## config.mk

```make
export PLATFORM = sky130hd
export DESIGN_NAME = rv_mem_arb
export DESIGN_NICKNAME = d
export VERILOG_FILES = /design/src/rtl/rv_mem_arb.sv
export SDC_FILE = /design/constraint.sdc
export NUM_CORES = 1
export LEC_CHECK = 0
export CAP_MARGIN = 5
export CORE_AREA = 2 2 117 119
export DETAILED_ROUTE_END_ITERATION = 8
export DIE_AREA = 0 0 119 121
export HOLD_SLACK_MARGIN = 0.08
export PLACE_DENSITY = 0.72
export SLEW_MARGIN = 0
export SYNTH_ARGS = -nofsm -noshare
export SYNTH_HDL_FRONTEND = slang
export SYNTH_SLANG_ARGS = --single-unit
```

## constraint.sdc

```tcl
create_clock -name clk -period 2.97 [get_ports clk]
set_clock_uncertainty 0.2 [all_clocks]
set_input_delay 0.297 -clock clk [delete_from_list [all_inputs] [get_ports clk]]
set_output_delay 0.297 -clock clk [all_outputs]
set_load 0.02 [all_outputs]
```

## src/rtl/rv_mem_arb.sv

```systemverilog
// rv_mem_arb -- core/debug arbiter in front of one memory port.
// One access in flight, round-robin on ties, dbg_halt fences the core.
module rv_mem_arb #(
    parameter int AW      = 32,
    parameter int DW      = 32,
    parameter int MEM_LAT = 1
) (
    input  logic          clk,
    input  logic          rst_n,
    input  logic          c_req,
    input  logic          c_we,
    input  logic [AW-1:0] c_addr,
    input  logic [DW-1:0] c_wdata,
    output logic          c_gnt,
    output logic          c_rvalid,
    output logic [DW-1:0] c_rdata,
    input  logic          d_req,
    input  logic          d_we,
    input  logic [AW-1:0] d_addr,
    input  logic [DW-1:0] d_wdata,
    output logic          d_gnt,
    output logic          d_rvalid,
    output logic [DW-1:0] d_rdata,
    input  logic          dbg_halt,
    output logic          halt_ack,
    output logic          mem_en,
    output logic          mem_we,
    output logic [AW-1:0] mem_addr,
    output logic [DW-1:0] mem_wdata,
    input  logic [DW-1:0] mem_rdata,
    output logic          busy
);

    typedef enum logic [1:0] {IDLE, ACCESS, WAIT, RESP} state_t;

    localparam logic [1:0] CNT_LAST = 2'(MEM_LAT - 1);

    state_t        state_q;
    state_t        state_d;
    logic          owner_q;
    logic          we_q;
    logic          last_q;
    logic [1:0]    cnt_q;
    logic [DW-1:0] c_rdata_q;
    logic [DW-1:0] d_rdata_q;

    logic c_elig;
    logic d_elig;
    logic any_elig;
    logic pick_d;
    logic wait_done;

    // owner_q / last_q: 0 = core, 1 = debug
    assign c_elig    = c_req & ~dbg_halt;
    assign d_elig    = d_req;
    assign any_elig  = c_elig | d_elig;
    assign pick_d    = d_elig & (~c_elig | ~last_q);
    assign wait_done = (state_q == WAIT) && (cnt_q == CNT_LAST);

    assign c_rdata = c_rdata_q;
    assign d_rdata = d_rdata_q;

    // State register
    always_ff @(posedge clk or negedge rst_n) begin
        if (!rst_n) begin
            state_q <= IDLE;
        end else begin
            state_q <= state_d;
        end
    end

    // Latch owner and direction when leaving IDLE; remember who won
    always_ff @(posedge clk or negedge rst_n) begin
        if (!rst_n) begin
            owner_q <= 1'b0;
            we_q    <= 1'b0;
            last_q  <= 1'b1;
        end else if (state_q == IDLE && any_elig) begin
            owner_q <= pick_d;
            we_q    <= pick_d ? d_we : c_we;
            last_q  <= pick_d;
        end
    end

    // Latency counter, only advances inside WAIT
    always_ff @(posedge clk or negedge rst_n) begin
        if (!rst_n) begin
            cnt_q <= 2'd0;
        end else if (state_q == WAIT && !wait_done) begin
            cnt_q <= cnt_q + 2'd1;
        end else begin
            cnt_q <= 2'd0;
        end
    end

    // Capture read data into the owner's register on the last WAIT cycle
    always_ff @(posedge clk or negedge rst_n) begin
        if (!rst_n) begin
            c_rdata_q <= '0;
            d_rdata_q <= '0;
        end else if (wait_done) begin
            if (owner_q) begin
                d_rdata_q <= mem_rdata;
            end else begin
                c_rdata_q <= mem_rdata;
            end
        end
    end

    // Next-state logic
    always_comb begin
        state_d = state_q;
        unique case (state_q)
            IDLE:    if (any_elig) state_d = ACCESS;
            ACCESS:  state_d = we_q ? IDLE : WAIT;
            WAIT:    if (wait_done) state_d = RESP;
            RESP:    state_d = IDLE;
            default: state_d = IDLE;
        endcase
    end

    // Moore outputs; the memory bus is only driven during ACCESS
    always_comb begin
        c_gnt     = 1'b0;
        d_gnt     = 1'b0;
        c_rvalid  = 1'b0;
        d_rvalid  = 1'b0;
        mem_en    = 1'b0;
        mem_we    = 1'b0;
        mem_addr  = '0;
        mem_wdata = '0;
        busy      = (state_q != IDLE);
        halt_ack  = dbg_halt & ~((state_q != IDLE) & ~owner_q);
        unique case (state_q)
            ACCESS: begin
                mem_en    = 1'b1;
                mem_we    = owner_q ? d_we : c_we;
                mem_addr  = owner_q ? d_addr : c_addr;
                mem_wdata = owner_q ? d_wdata : c_wdata;
                c_gnt     = ~owner_q;
                d_gnt     = owner_q;
            end
            RESP: begin
                c_rvalid = ~owner_q;
                d_rvalid = owner_q;
            end
            IDLE, WAIT: ;
            default: ;
        endcase
    end

endmodule

```

==> impl_results.md <==
* P_sw at 2.98 mW
* Antenna Nets Post-Route at 0
* FP Rows at 42
* R2R Path Start: cnt_q[0]
* Met2 usage at 32.3%
* CTS root buf: clkbuf_16
* Clock share of power at 14.9%
* # clock sinks at 71
* Syn_area_per_cell at 12.0 um2
* Req. time, crit path at 2.47 ns
* Worst path arrival time at 2.30 ns
* Drt total wl at 13.7 mm
* Hold EP: cnt_q[0]
* Max-slew headroom at 45.8%
* Hold Crit Start: cnt_q[0]
* Register-to-Register Path Depth at 6
* RSZ-0062 raised after global routing: false
* Initial Util at 29.6%
* CTS tree: built
* Met1 Usage GRT at 22.7%
* GP Congestion at 0.993
* Setup-failing EPs final at 0
* Fmax at 0.357 GHz
* Die height at 121 um
* CTS max path bufs at 2
* I/O pins at 303
* Worst Tran Pin Value at 0.814 ns
* Combinational share of power at 61.6%
* Die area at 0.0144 mm2
* Share of layout cells above drive strength 1 at 15.0%
* WHS Path Cells at 1
* Most used routing layer: met2
* Leak at 3.20 nW
* Final Hold Violating Endpoints at 0
* Synth cell types at 31
* Cts hold-fix bufs at 1
* YS warnings at 0
* Final slew viol count at 0
* Grt ovf at 0
* Number of flops mapped to enable cells by yosys at 0
* Vias in the first global route at 3795
* Worst Hold Class: register to register
* Post-Syn Nets at 490
* R2R setup slack at 0.79 ns
* Drt initial violations at 214
* Largest cells by area after synthesis: dfrtp_1 (45%), mux2i_1 (17%), mux2_4 (12%)
* # H-tree levels at 3
* CP Cell Sequence: or2b_2 > buf_12 > nor2_1 > clkdlybuf4s50_1
* Setup_tns at 0 ns
* Register share of total power at 23.4%
* Ys async rst share at 100%
* VDD IR max at 0.498 mV
* Synth Flop Type: dfrtp_1
* Most frequent cells in the layout: clkdlybuf4s50_1 (301), dfrtp_1 (69), nor2_1 (68)
* MaxCap Viol Count at 0
* Status: completed
* Vias at 3621
* PD cells at 1050 mW/mm2
* Critical path endpoint category: output port
* Cell taking the most area after synthesis: dfrtp_1
* Seq. cell area at 0.00178 mm2
* Post-layout util at 56.6%
* Worst setup path class: register to output port
* PostCTS Resize Cnt at 0
* Clock Pin Slew Worst Setup and Hold Paths at 0.06 ns
* Crit path max-delay cell type: clkdlybuf4s50_1
* Cell Area, Synth at 0.00387 mm2
* Fin nets at 789
* Count of input and output buffers at 302
* Initial antenna violation count at 0
* Core area at 0.0131 mm2
* Multi-input logic area at 0.00191 mm2
* WL/cell at 17.1 um
* Largest net degree at the start of global routing at 58
* DRC errors left at 0
* P_int at 4.76 mW
* DR pass1 iterations at 4
* Total GRT Usage at 18.5%
* Sw Share at 38.5%
* Critical Path Source Type: register
* CP max stage delay at 0.65 ns
* Area share of the largest cell type after synthesis at 45.2%
* FILL cells at 1113
* Total CTS buffers at 9
* Met3 Use GR at 5.26%
* Seq cells post-synth at 71
* Vias/cell at 4.51
* R2r endpoint: c_rdata[15]
* Crit share post-route at 94.2%
* Register area share after synthesis at 45.9%
* Final worst path period need at 2.80 ns
* Crit path max fanout at 57
* Area delta synth->final at 91.2%
* Chip width at 119 um
* Antenna Cells at 0
* Commonest non-fill, non-tap cell in the layout: clkdlybuf4s50_1
* Synth Instances at 322
* Hpwl dp at 11.0 mm
* Clk Latency, worst-skew pair at 0.32 ns
* Setup Buffers After CTS at 0
* First-pass GRT wire length at 20.9 mm
-- Yosys cell counts (all sizes together) (2+ instances only) --
cell and n:
dfrtp 70, nor2 69, mux2i 65, mux2 64, buf 18, inv 6
clkbuf 5, o21ai 4, a21boi 2, and3 2, nand2 2, nand3b 2
-- worst max path at each step --
stage                               to  slack (ns)  cells past startpoint
after global routing       mem_addr[7]         0.1                      4
after floorplan           mem_addr[11]        1.06                      5
after detailed placement   mem_addr[7]        0.51                      4
after CTS                  mem_addr[7]        0.16                      4
final                      mem_addr[7]        0.17                      4
after global placement     mem_addr[7]        0.54                      4
-- per-layer routing --
layer,part of all wire (%),vias up
met4,1.3,0
met3,7.2,16
met1,42,1726
met2,50,174
met5,0,-
li1,-,1705
-- critical path: cells and delay by family (launching register included) --
kind	cells	cell delay, ns
buffers and inverters	2	0.88
DFF	1	0.42
and+or+nand+nor	2	0.65
-- power groups by stage --
stage	Sequential, mW	Clock (mW)	Combinational [mW]
after floorplan	2.26	0	2.16
after global placement	1.80	0	4.76
after detailed placement	1.83	0	4.79
after CTS	1.82	1.19	4.82
after global routing	1.88	1.23	5.02
final	1.81	1.16	4.77
-- logic make-up after synthesis --
logic type                 Yosys count  synth area share, %
muxes                              129                 38.3
and+or+nand+nor                     83                 8.94
DFF                                 71                 45.9
buffers and inverters               29                 5.00
AOI/OAI and AO/OA                    9                 1.55
adders and majority gates            1                0.323
-- layout make-up --
type	count	area share, %
clock buffers	10	3.09
flip-flops and latches	71	24.0
repair buffers	311	42.5
multi-input cells	222	25.8
clock inverters	6	1.25
inverters	6	0.304
well taps	176	2.97
-- flip-flops by register name, summed over array words and instances, names as in the netlist, named ones only --
register / flops
c_rdata: 32
d_rdata: 32
cnt_q: 2
last_q: 1
owner_q: 1
state_q: 1
we_q: 1
-- stage by stage --
step	std cells	setup WS [ns]	hold WS, ns	cell area [um2]	total power [mW]
floorplan	322	1.06	-0.199	3870	4.43
global placement	785	0.537	0.216	7080	6.56
detailed placement	785	0.510	0.230	7080	6.62
CTS	802	0.158	0.238	7410	7.82
global route	802	0.0968	0.263	7410	8.13
finish	802	0.171	0.236	7410	7.74
No activity file was read; power rests on OpenSTA's default activity.
